## src/rtl/disp_scan_ctrl.sv

```systemverilog
// rtl/disp_scan_ctrl.sv - time-multiplexed 7-segment scan controller
// Shares one hex decoder across NUM_DIGITS digits with blanking and frame-aligned value commits.
module disp_scan_ctrl #(
  parameter int NUM_DIGITS   = 4,
  parameter int DWELL_CYCLES = 50000,
  parameter int BLANK_CYCLES = 4
) (
  input  logic                    clk,
  input  logic                    rst,
  input  logic                    load_i,
  input  logic [4*NUM_DIGITS-1:0] value_i,
  input  logic                    idle_i,
  input  logic                    lz_en_i,
  output logic                    load_ack_o,
  output logic                    frame_o,
  output logic [3:0]              dec_val_o,
  output logic                    dec_idle_o,
  output logic [NUM_DIGITS-1:0]   digit_en_n_o
);

  localparam int DW = 4 * NUM_DIGITS;
  localparam int IW = $clog2(NUM_DIGITS);
  localparam int CMAX = (DWELL_CYCLES > BLANK_CYCLES) ? DWELL_CYCLES : BLANK_CYCLES;
  localparam int CW = $clog2(CMAX + 1);
  localparam logic [IW-1:0] IDX_LAST   = IW'(NUM_DIGITS - 1);
  localparam logic [CW-1:0] DWELL_LAST = CW'(DWELL_CYCLES - 1);
  localparam logic [CW-1:0] BLANK_LAST = CW'(BLANK_CYCLES - 1);

  typedef enum logic {ST_BLANK, ST_SHOW} state_t;

  state_t                r_state, w_state_nxt;
  logic [CW-1:0]         r_cnt, w_cnt_nxt;
  logic [IW-1:0]         r_idx, w_idx_nxt;
  logic                  w_commit;
  logic [DW-1:0]         r_active, r_pending;
  logic                  r_pend_valid;
  logic [3:0]            r_dec_val;
  logic                  r_dec_idle, r_frame, r_ack;
  logic [3:0]            w_nib [NUM_DIGITS];
  logic [NUM_DIGITS-1:0] w_supp, w_en_n;
  logic                  w_zero_run;

  always_comb begin
    w_state_nxt = r_state;
    w_cnt_nxt   = r_cnt + 1'b1;
    w_idx_nxt   = r_idx;
    w_commit    = 1'b0;
    case (r_state)
      ST_BLANK: begin
        if (r_cnt == BLANK_LAST) begin
          w_state_nxt = ST_SHOW;
          w_cnt_nxt   = '0;
        end
      end
      ST_SHOW: begin
        if (r_cnt == DWELL_LAST) begin
          w_state_nxt = ST_BLANK;
          w_cnt_nxt   = '0;
          if (r_idx == IDX_LAST) begin
            w_idx_nxt = '0;
            w_commit  = 1'b1;
          end else begin
            w_idx_nxt = r_idx + 1'b1;
          end
        end
      end
    endcase
  end

  // Suppression walks down from the most significant digit while nibbles stay zero.
  always_comb begin
    w_supp     = '0;
    w_zero_run = lz_en_i & ~idle_i;
    for (int k = 0; k < NUM_DIGITS; k++) begin
      w_nib[k] = r_active[4*k +: 4];
    end
    for (int k = NUM_DIGITS - 1; k >= 1; k--) begin
      w_zero_run = w_zero_run & (w_nib[k] == 4'd0);
      w_supp[k]  = w_zero_run;
    end
  end

  always_comb begin
    w_en_n = '1;
    if (r_state == ST_SHOW && !w_supp[r_idx]) begin
      w_en_n[r_idx] = 1'b0;
    end
  end

  always_ff @(posedge clk) begin
    if (rst) begin
      r_state      <= ST_BLANK;
      r_cnt        <= '0;
      r_idx        <= '0;
      r_active     <= '0;
      r_pending    <= '0;
      r_pend_valid <= 1'b0;
      r_dec_val    <= 4'd0;
      r_dec_idle   <= 1'b0;
      r_frame      <= 1'b0;
      r_ack        <= 1'b0;
    end else begin
      r_state    <= w_state_nxt;
      r_cnt      <= w_cnt_nxt;
      r_idx      <= w_idx_nxt;
      r_dec_val  <= w_nib[r_idx];
      r_dec_idle <= idle_i;
      r_frame    <= w_commit;
      r_ack      <= w_commit & r_pend_valid;
      if (w_commit && r_pend_valid) begin
        r_active <= r_pending;
      end
      // A load on the commit edge keeps valid set: the old value commits, the new one waits.
      if (load_i) begin
        r_pending    <= value_i;
        r_pend_valid <= 1'b1;
      end else if (w_commit) begin
        r_pend_valid <= 1'b0;
      end
    end
  end

  assign digit_en_n_o = w_en_n;
  assign dec_val_o    = r_dec_val;
  assign dec_idle_o   = r_dec_idle;
  assign frame_o      = r_frame;
  assign load_ack_o   = r_ack;

endmodule

```

## config.mk

```make
export PLATFORM = sky130hd
export DESIGN_NAME = disp_scan_ctrl
export DESIGN_NICKNAME = d
export VERILOG_FILES = /design/src/rtl/disp_scan_ctrl.sv
export SDC_FILE = /design/constraint.sdc
export NUM_CORES = 1
export LEC_CHECK = 0
export CAP_MARGIN = 40
export CORE_ASPECT_RATIO = 0.5
export CORE_MARGIN = 2
export CORE_UTILIZATION = 33
export CTS_BUF_LIST = sky130_fd_sc_hd__clkbuf_4
export DETAILED_ROUTE_END_ITERATION = 8
export PLACE_DENSITY = 0.53
export RECOVER_POWER = 50
export SLEW_MARGIN = 40
export SYNTH_ARGS = -nofsm -noshare
export SYNTH_HDL_FRONTEND = slang
export SYNTH_SLANG_ARGS = --single-unit
```

## constraint.sdc

```tcl
create_clock -name clk -period 2.14 [get_ports clk]
set_clock_uncertainty 0.1 [all_clocks]
set_input_delay 0.428 -clock clk [delete_from_list [all_inputs] [get_ports clk]]
set_output_delay 0.428 -clock clk [all_outputs]
set_load 0.02 [all_outputs]
```

==> results of run 1 <==
[cells in the mapped netlist]
cell	count
a21oi_1	21
and2_1	1
and3_1	1
and4bb_2	1
buf_2	2
clkbuf_1	18
dfxtp_1	59
ha_1	5
inv_1	6
mux2i_1	16
mux4_2	4
nand2_1	4
nand3_1	11
nand3_2	1
nand4_1	21
nand4b_1	1
nor2_1	22
nor2b_1	4
nor3_1	19
nor3b_1	2
nor4_1	6
nor4_2	1
nor4b_1	1
nor4b_2	1
o2111ai_1	1
o21ai_0	20
o22ai_2	1
or2_2	2
or3_1	1
or4_1	3
or4b_4	1
xnor2_1	13
xor2_1	1
[cells by family (layout without fill, tap and decap cells)]
group,after synthesis,in the layout,synth area share [%]
and+or+nand+nor,104,104,23.3
DFF,59,59,46.6
AOI/OAI and AO/OA,43,43,8.93
buffers and inverters,26,77,3.95
muxes,20,20,9.87
xor gates and xnor gates,14,14,4.84
adders and majority gates,5,5,2.47
[worst paths after layout]
check	start	endpoint	slack, ns	depth (start not counted)
max	r_active[7]	digit_en_n_o[3]	-0.33	5
min	r_pending[9]	r_active[9]	0.38	2
min reg2reg	r_pending[9]	r_active[9]	0.38	2
max reg2reg	r_cnt[1]	r_idx[0]	-0.07	5
[layout by cell type, fill, tap and decap left out, types with 7 or more instances in the layout]
cell / count
nor2_1: 22
o21ai_0: 20
nand3_1: 10
clkdlybuf4s50_1: 19
dfxtp_1: 58
xnor2_1: 13
nor3_1: 18
nand4_1: 21
dlygate4sd3_1: 7
clkbuf_4: 10
buf_4: 22
a21oi_1: 20
mux2i_1: 16
[per-stage QoR]
stage | power (mW) | setup slack, ns | cell area (um^2) | util [%]
after global routing | 2.28 | -0.447 | 3270 | 44.4
final | 2.16 | -0.326 | 3270 | 44.4
after detailed placement | 1.31 | -0.415 | 3080 | 41.7
after floorplan | 1.24 | 0.0736 | 2530 | -
after CTS | 2.20 | -0.341 | 3260 | 44.1
after global placement | 1.31 | -0.396 | 3080 | 41.7
[routing by layer]
layer | vias up | track usage (%) | wire (um) | share of wire (%)
met4 | 0 | 7.01 | 80 | 1.4
met1 | 1013 | 18.9 | 2810 | 48
met3 | 8 | 5.42 | 192 | 3.3
met2 | 29 | 25.9 | 2800 | 48
li1 | 1081 | - | - | -
met5 | - | 0 | 0 | 0
[where the power goes]
group / total, mW / internal [mW] / switching [mW]
Sequential: 1.15 / 1.13 / 0.0207
Combinational: 0.134 / 0.0732 / 0.0611
Clock: 0.882 / 0.477 / 0.405
Total: 2.16 / 1.68 / 0.487
[worst register-to-register path: cells and delay by family, from the launching register on]
kind	cells	cell delay [ns]
DFF	1	0.38
adders and majority gates	1	0.23
AOI/OAI and AO/OA	1	0.15
and+or+nand+nor	3	1.28
[registers in the layout, indices dropped and copies added (netlist names)]
name          count
dec_idle_o        1
dec_val_o         4
frame_o           1
load_ack_o        1
r_active         16
r_cnt            16
r_idx             2
r_pend_valid      1
r_pending        16
r_state           1
[layout make-up]
cell class / count / area, um^2 / share of cell area (%)
Multi-Input combinational cell: 186 / 1310 / 40.0
Timing Repair Buffer: 55 / 483 / 14.7
Clock inverter: 6 / 80.1 / 2.45
Clock buffer: 10 / 75.1 / 2.29
Inverter: 6 / 22.5 / 0.688
Sequential cell: 59 / 1180 / 36.1
Tap cell: 96 / 120 / 3.67
[what timing repair did]
action | CTS | global route
buffers inserted | 0 | 0
resized for setup | 29 | 8
pin swaps | 6 | 0
endpoints found under the setup margin | 4 | 21
==> implementation parameters, run 1 <==
Parameter                              Value

Timing
  Tightest slew margin relative to the limit    15.4%
  Maximum operating frequency    405 MHz
  Setup repair after global routing missed its margin    true
  Period utilization    115%
  Final-layout setup total negative slack    -1.57 ns
  Final count of hold timing violations    0
  Minimum clock period after layout    2.47 ns
  Worst hold slack    0.381 ns
  Setup WS post-layout    -0.326 ns
  Number of slew-limit violations in the final report    0
  Count of endpoints failing setup in the final report    19
  Slew of the pin with the lowest slew margin    1.27 ns

Clock network
  CTS HTree Levels    3
  Maximum clock path buffer count    2
  Worst-skew pair later-pin latency    0.41 ns
  Quantity of hold-fixing buffers added after cts    0
  Clock tree from TritonCTS    done
  Clock sink count    59
  Clock edge transition at the registers on the reported setup and hold paths    0.10 ns
  Clock buffers created by TritonCTS    9
  Root cell of the clock tree    clkbuf_4

Global route
  Wire length of the first global-routing pass    10400 um
  Leftover overflow at the end of global routing    0
  Overall track demand over capacity in global routing    15.8%
  Antenna violations before repair    0
  Maximum number of pins on one net before global-route repair    33
  Via count of the first global-routing pass    2187

Status
  Violated checks    negative setup slack
  Status    complete, but fails checks

Layout
  Area growth, synth to finish    29.2%
  Number of cells in the finished layout apart from fillers    418
  FILL cells    741
  Antenna cell count    0
  Ratio of cells with drive above 1 in the final layout    18.3%
  Final Net Count    343

Yosys
  Yosys synthesis warning count    0
  Cell type with the highest aggregate area in the netlist    dfxtp_1
  Mapped cell area    2530 um^2
  Fraction of synthesized cell area taken by the top area cell type    46.6%
  Distinct cell type count after synthesis    33
  Sequential fraction of the synthesis area    46.6%
  Number of synthesized register bits    59
  Gate count after technology mapping    271
  Average size of a mapped cell    9.35 um^2
  Area contributors post-synth    dfxtp_1, mux2i_1, nand4_1
  Post-synthesis net count    297

Worst setup path
  Crit Path Category    flop to output pin
  Required time at the endpoint of the critical path    1.61 ns
  CP Cell Sequence    or4_4, nor3_4, o2111ai_4, nand3_1, buf_6
  CP startpoint kind    flop
  Largest delay contributor family on the critical path    simple AND/OR/NAND/NOR gates
  Crit path buffers/inverters    1
  Worst Path Arrival    1.94 ns
  Critical Path Max Stage Delay    0.55 ns
  Cell with the biggest individual delay on the critical path    or4_4
  Worst Setup End Kind    output pin
  Highest net fanout along the worst path    4

Hold path
  Class of the worst hold path    flop to flop

Drt
  Post-detailed-routing wire length    5890 um
  Remaining design rule violation count    0
  Avg WL per Cell    14.1 um
  Iteration-0 DRC Markers    150
  Number of detailed-route iterations in the first pass    4
  Via total after detailed routing    2131
  Antenna-violating nets left    0
  Via-per-instance ratio    5.10

Pwr
  Cell Pwr Density    660 nW/um^2
  Static leakage    1.18 nW
  Worst-case vdd ir drop    0.306 mV

Die
  Die Span X    128 um
  Starting Density    34.4%
  Die footprint    8440 um^2
  Vertical extent of the die    66.0 um
  I/O pin count    32
  Standard cell core area    7380 um^2
  Number of cell rows    22

Placed design
  # placed instances    402
  Detail Placement HPWL    4070 um
  Routability-driven placement congestion ratio    0.825
  Port buffer count    31

Job
  Maximum capacitance violations    0
No activity file was read; power rests on OpenSTA's default activity.
==> run 2, diff against run 1 <==
- GPL_TIMING_DRIVEN: not set -> 0
==> run 2 against run 1 <==
  * The run still ends with negative setup slack left
  * Count of clock-buffer cells in the layout up 2
  * Sequential share of layout area up 1.6 points
  * Non-clock buffer count down 2
  * Clock power down 28%
  * Highest routed layer unchanged
==> implementation parameters, run 2 (synthesis results as in run 1) <==
Parameter                              Value

Pwr
  Power share of the clock group    32.9% (was 40.8%)
  Cell Pwr Density    609 nW/um^2 (was 660 nW/um^2)
  Share of total power consumed by net switching    24.2% (was 22.5%)
  Cell internal pwr    1.46 mW (was 1.68 mW)
  Post-route total power    1.92 mW (was 2.16 mW)
  Total net switching power    464 uW (was 487 uW)
  Logic gate share of total power    7.2% (was 6.2%)
  Worst-case vdd ir drop    0.273 mV (was 0.306 mV)
  Static leakage    1.10 nW (was 1.18 nW)
  Seq pwr share    60.0% (was 53.0%)

Job
  Maximum capacitance violations    0 (unchanged)

Timing
  Setup repair after global routing missed its margin    true (unchanged)
  Final count of hold timing violations    0 (unchanged)
  Setup WS post-layout    -0.284 ns (was -0.326 ns)
  Worst hold slack    0.375 ns (was 0.381 ns)
  Tightest slew margin relative to the limit    48.8% (was 15.4%)
  Minimum clock period after layout    2.42 ns (was 2.47 ns)
  Slew of the pin with the lowest slew margin    0.769 ns (was 1.27 ns)
  Maximum operating frequency    412 MHz (was 405 MHz)
  Final-layout setup total negative slack    -1.30 ns (was -1.57 ns)
  Period utilization    113% (was 115%)
  Number of slew-limit violations in the final report    0 (unchanged)
  Count of endpoints failing setup in the final report    15 (was 19)

Worst setup path
  CP startpoint kind    flop (unchanged)
  Crit Path Category    flop to output pin (unchanged)
  CP Cell Sequence    or4_4, a21oi_2, o2111ai_2, nand3_1, buf_6 (was or4_4, nor3_4, o2111ai_4, nand3_1, buf_6)
  Worst setup startpoint    r_active[8] (was r_active[7])
  Endpoint of the most critical setup path    digit_en_n_o[0] (was digit_en_n_o[3])
  Launch instance of the worst register-to-register path    r_cnt[8] (was r_cnt[1])
  Worst Setup End Kind    output pin (unchanged)
  Largest delay contributor family on the critical path    simple AND/OR/NAND/NOR gates (unchanged)
  Required time at the endpoint of the critical path    1.61 ns (about the same)
  Worst R2R Setup Slack    -0.03 ns (was -0.07 ns)
  Crit Reg-Reg Endpoint    r_cnt[7] (was r_idx[0])
  Crit path buffers/inverters    1 (unchanged)
  Worst Path Arrival    1.90 ns (was 1.94 ns)
  Worst reg-to-reg path cell count    5 (unchanged)
  Logic depth of the worst path, buffers included    5 (unchanged)
  Critical Path Max Stage Delay    0.55 ns (about the same)
  Cell with the biggest individual delay on the critical path    or4_4 (unchanged)
  Highest net fanout along the worst path    4 (unchanged)

Clock network
  Clock sink count    59 (unchanged)
  Maximum clock path buffer count    2 (unchanged)
  Quantity of hold-fixing buffers added after cts    0 (unchanged)
  Clock edge transition at the registers on the reported setup and hold paths    0.09 ns (was 0.10 ns)
  CTS HTree Levels    3 (unchanged)
  Clock buffers created by TritonCTS    9 (unchanged)
  Worst-skew pair later-pin latency    0.42 ns (was 0.41 ns)
  Clock tree from TritonCTS    done (unchanged)
  Root cell of the clock tree    clkbuf_4 (unchanged)

Layout
  Final Net Count    341 (was 343)
  Most frequent standard cell in the layout excluding fill and tap cells    dfxtp_1 (unchanged)
  Area used by sequential logic in the layout    1190 um^2 (was 1180 um^2)
  Ratio of cells with drive above 1 in the final layout    16.1% (was 18.3%)
  Area growth, synth to finish    24.3% (was 29.2%)
  Final Cell Area    3150 um^2 (was 3270 um^2)
  Multi-input gate area    1310 um^2 (about the same)
  Number of cells in the finished layout apart from fillers    413 (was 418)
  Final core utilization    42.7% (was 44.4%)
  Antenna cell count    0 (unchanged)
  Registers with the most flip-flops    r_active (16), r_cnt (16), r_pending (16) (unchanged)
  FILL cells    769 (was 741)
  Most frequent cells in the layout    dfxtp_1, nor2_1, nand4_1 (was dfxtp_1, nor2_1, buf_4)

Status
  Status    complete, but fails checks (unchanged)
  Violated checks    negative setup slack (unchanged)

Global route
  Met2 Track Usage GR    25.8% (was 25.9%)
  Leftover overflow at the end of global routing    0 (unchanged)
  Met3 usage in global routing    5.26% (was 5.42%)
  Overall track demand over capacity in global routing    15.4% (was 15.8%)
  Global route hottest layer    met2 (unchanged)
  Wire length of the first global-routing pass    10000 um (was 10400 um)
  Met1 GRT Util    18.0% (was 18.9%)
  Antenna violations before repair    0 (unchanged)
  Maximum number of pins on one net before global-route repair    11 (was 33)
  Via count of the first global-routing pass    2124 (was 2187)

Die
  Die footprint    8440 um^2 (unchanged)
  Vertical extent of the die    66.0 um (unchanged)
  Standard cell core area    7380 um^2 (unchanged)
  Starting Density    34.4% (unchanged)
  I/O pin count    32 (unchanged)
  Number of cell rows    22 (unchanged)
  Die Span X    128 um (unchanged)

Drt
  Antenna-violating nets left    0 (unchanged)
  Via-per-instance ratio    5.19 (was 5.10)
  Remaining design rule violation count    0 (unchanged)
  Number of detailed-route iterations in the first pass    4 (unchanged)
  Via total after detailed routing    2143 (was 2131)
  Iteration-0 DRC Markers    203 (was 150)
  Post-detailed-routing wire length    6040 um (was 5890 um)
  Avg WL per Cell    14.6 um (was 14.1 um)

Placed design
  Routability-driven placement congestion ratio    0.802 (was 0.825)
  # placed instances    396 (was 402)
  Total cell area at the placement stage    2950 um^2 (was 3080 um^2)
  Port buffer count    29 (was 31)
  Pre-CTS WS    -0.498 ns (was -0.415 ns)
  Detail Placement HPWL    4310 um (was 4070 um)

Hold path
  Class of the worst hold path    flop to flop (unchanged)
[run 2: how the worst min path moves through the flow]
stage / startpoint / slack [ns] / cells past startpoint / to
2_1_floorplan: r_active[0] / 0.35 / 2 / r_active[0]
3_3_place_gp: r_pending[7] / 0.37 / 2 / r_active[7]
3_5_place_dp: r_pending[7] / 0.37 / 2 / r_active[7]
4_1_cts: r_cnt[0] / 0.36 / 1 / r_cnt[0]
5_1_grt: r_pending[9] / 0.39 / 2 / r_active[9]
6_report: r_pending[4] / 0.37 / 2 / r_active[4]
[run 2: per-layer routing]
metal / up-vias / wire, um
li1: 1078 / -
met1: 1010 / 2840
met2: 39 / 2810
met3: 16 / 244
met4: 0 / 150
met5: - / 0
[run 2: worst min-delay path, stage by stage (launching register included)]
cell,delay (ns)
dfxtp_1,0.32
nand4_1,0.06
a21oi_1,0.06
[run 2: area by class of cell]
cell class | instances | area share [%]
inverter | 6 | 0.715
multi-input combinational | 186 | 41.6
clock inverter | 1 | 0.119
clock buffer | 12 | 2.86
tap | 96 | 3.81
sequential | 59 | 37.7
buffer | 18 | 2.46
timing repair buffer | 35 | 10.8
[run 2: timing repair]
action / 4_1_cts / 5_1_grt
pin swaps: 7 / 2
resized for setup: 41 / 11
buffers inserted: 3 / 3
hold endpoints to repair: 0 / 0
endpoints found under the setup margin: 40 / 24
[run 2: power by group through the flow]
stage | sequential (mW) | clock (mW) | combinational, mW
floorplan | 1.17 | 0 | 0.0770
global route | 1.16 | 0.695 | 0.152
global placement | 1.17 | 0 | 0.133
finish | 1.15 | 0.631 | 0.138
detailed placement | 1.17 | 0 | 0.137
CTS | 1.15 | 0.654 | 0.144
==> run 3, diff against run 2 <==
- PLACE_DENSITY: 0.53 -> 0.51
- clock period: 2.14 -> 2.6 ns (I/O delays scaled with it)
==> run 3 against run 2 <==
  * The run now ends clean
  * Count of clock-buffer cells in the layout fell by 1
  * Routed wire length fell by 4.0%
  * Hold slack worse by 0.0081 ns
==> implementation parameters, run 3 (synthesis results as in run 1) <==
Parameter                              Value

Status
  Status    finished, final reports clean (was complete, but fails checks)

Worst setup path
  Worst R2R Setup Slack    0.17 ns (was -0.03 ns)
  Logic depth of the worst path, buffers included    5 (unchanged)
  Highest net fanout along the worst path    4 (unchanged)
  Crit Reg-Reg Endpoint    r_cnt[15] (was r_cnt[7])
  Worst Setup End Kind    output pin (unchanged)
  Largest delay contributor family on the critical path    simple AND/OR/NAND/NOR gates (unchanged)
  Required time at the endpoint of the critical path    1.98 ns (was 1.61 ns)
  CP startpoint kind    flop (unchanged)
  Worst Path Arrival    1.94 ns (was 1.90 ns)
  Endpoint of the most critical setup path    digit_en_n_o[0] (unchanged)
  Launch instance of the worst register-to-register path    r_cnt[0] (was r_cnt[8])
  Critical Path Max Stage Delay    0.57 ns (was 0.55 ns)
  Crit Path Category    flop to output pin (unchanged)
  CP Cell Sequence    or4_4, a21oi_2, o2111ai_2, nand3_1, buf_6 (unchanged)
  Worst setup startpoint    r_active[9] (was r_active[8])
  Worst reg-to-reg path cell count    6 (was 5)
  Cell with the biggest individual delay on the critical path    or4_4 (unchanged)
  Crit path buffers/inverters    1 (unchanged)

Layout
  Ratio of cells with drive above 1 in the final layout    11.7% (was 16.1%)
  Area growth, synth to finish    22.0% (was 24.3%)
  Final Net Count    337 (was 341)
  Registers with the most flip-flops    r_active (16), r_cnt (16), r_pending (16) (unchanged)
  Most frequent cells in the layout    dfxtp_1, nor2_1, nand4_1 (unchanged)
  Most frequent standard cell in the layout excluding fill and tap cells    dfxtp_1 (unchanged)
  Antenna cell count    0 (unchanged)
  Final Cell Area    3090 um^2 (was 3150 um^2)
  FILL cells    743 (was 769)

Timing
  Period utilization    98.6%
  Final count of hold timing violations    0 (unchanged)
  Final-layout setup total negative slack    0 ns (was -1.30 ns)
  Setup repair after global routing missed its margin    true (unchanged)
  Maximum operating frequency    390 MHz
  Number of slew-limit violations in the final report    0 (unchanged)
  Tightest slew margin relative to the limit    50.8% (was 48.8%)
  Slew of the pin with the lowest slew margin    0.737 ns (was 0.769 ns)
  Minimum clock period after layout    2.56 ns
  Count of endpoints failing setup in the final report    0 (was 15)
  Worst hold slack    0.367 ns (was 0.375 ns)

Clock network
  Maximum clock path buffer count    2 (unchanged)
  Clock buffers created by TritonCTS    9 (unchanged)
  CTS HTree Levels    3 (unchanged)
  Clock edge transition at the registers on the reported setup and hold paths    0.11 ns (was 0.09 ns)
  Post-CTS Setup Inserts    0 (was 3)
  Worst-skew pair later-pin latency    0.41 ns (was 0.42 ns)
  Clock sink count    59 (unchanged)
  Root cell of the clock tree    clkbuf_4 (unchanged)
  Clock tree from TritonCTS    done (unchanged)

Global route
  Via count of the first global-routing pass    2074 (was 2124)
  Antenna violations before repair    0 (unchanged)
  Maximum number of pins on one net before global-route repair    11 (unchanged)
  Overall track demand over capacity in global routing    15.6% (was 15.4%)
  Leftover overflow at the end of global routing    0 (unchanged)
  Wire length of the first global-routing pass    10100 um (was 10000 um)

Drt
  Remaining design rule violation count    0 (unchanged)
  Post-detailed-routing wire length    5800 um (was 6040 um)
  Via-per-instance ratio    5.11 (was 5.19)
  Antenna-violating nets left    0 (unchanged)
  Iteration-0 DRC Markers    176 (was 203)
  Via total after detailed routing    2104 (was 2143)
  Number of detailed-route iterations in the first pass    6 (was 4)
  Avg WL per Cell    14.1 um (was 14.6 um)

Pwr
  Static leakage    1.07 nW (was 1.10 nW)
  Worst-case vdd ir drop    0.280 mV (was 0.273 mV)
  Post-route total power    1.58 mW (was 1.92 mW)
  Cell Pwr Density    510 nW/um^2 (was 609 nW/um^2)

Hold path
  Class of the worst hold path    flop to flop (unchanged)
  Cell count of the worst hold path    2 (unchanged)

Placed design
  Port buffer count    29 (unchanged)
  Total cell area at the placement stage    2950 um^2 (unchanged)
  Routability-driven placement congestion ratio    0.802 (about the same)
  Detail Placement HPWL    4230 um (was 4310 um)

Job
  Maximum capacitance violations    0 (unchanged)

Die
  Number of cell rows    22 (unchanged)
  Starting Density    34.4% (unchanged)
  Standard cell core area    7380 um^2 (unchanged)
  Die Span X    128 um (unchanged)
  Die footprint    8440 um^2 (unchanged)
  Vertical extent of the die    66.0 um (unchanged)
  I/O pin count    32 (unchanged)
[run 3: changes by cell type in the layout (fill, tap and decap cells not counted), sizes merged]
cell and delta:
clkbuf +3, clkinv +4, buf -8
[run 3: layer usage]
metal	global-route usage (%)	up-vias	wire length, um
met5	0	-	0
met4	6.04	0	59
met3	5.74	6	190
met2	23.9	27	2650
met1	20.0	1005	2900
li1	-	1066	-
[run 3: what timing repair did]
item,in CTS,in global routing
gates resized for setup,25,7
hold buffers,0,0
endpoints found under the setup margin,4,4
cloned,0,0
pin swaps,3,2
[run 3: layout make-up]
type | count | area [um^2] | area share (%)
buffer | 20 | 78.8 | 2.55
clock buffer | 11 | 82.6 | 2.67
clock inverter | 5 | 20.0 | 0.647
inverter | 6 | 22.5 | 0.728
multi-input combinational | 186 | 1290 | 41.7
sequential | 59 | 1180 | 38.2
tap | 96 | 120 | 3.88
timing repair buffer | 29 | 295 | 9.55
[run 3: tightest hold or removal path: stages, from the launching register on]
cell	delay (ns)
dfxtp_1	0.32
nand4_1	0.06
a21oi_1	0.06
[run 3: report_power, final]
group | internal, mW | switching (mW) | leakage (nW) | total (mW)
registers | 0.926 | 0.0150 | 0.480 | 0.941
clock network | 0.204 | 0.320 | 0.0608 | 0.524
logic | 0.0567 | 0.0547 | 0.530 | 0.111
total | 1.19 | 0.390 | 1.07 | 1.58
[run 3: worst min path at each step]
| stage | start | endpoint | slack, ns |
|---|---|---|---|
| global route | r_pending[4] | r_active[4] | 0.40 |
| global placement | r_pending[3] | r_active[3] | 0.37 |
| floorplan | r_active[0] | r_active[0] | 0.35 |
| finish | r_pending[1] | r_active[1] | 0.37 |
| detailed placement | r_pending[4] | r_active[4] | 0.36 |
| CTS | r_pending[7] | r_active[7] | 0.38 |
[run 3: per-stage QoR]
step | worst slack, ns | utilization [%] | instances
after CTS | 0.0188 | 41.5 | 412
after floorplan | 0.534 | - | 271
after global routing | -0.0692 | 41.9 | 412
after detailed placement | -0.0936 | 39.9 | 396
final | 0.0360 | 41.9 | 412
after global placement | -0.0746 | 39.9 | 396
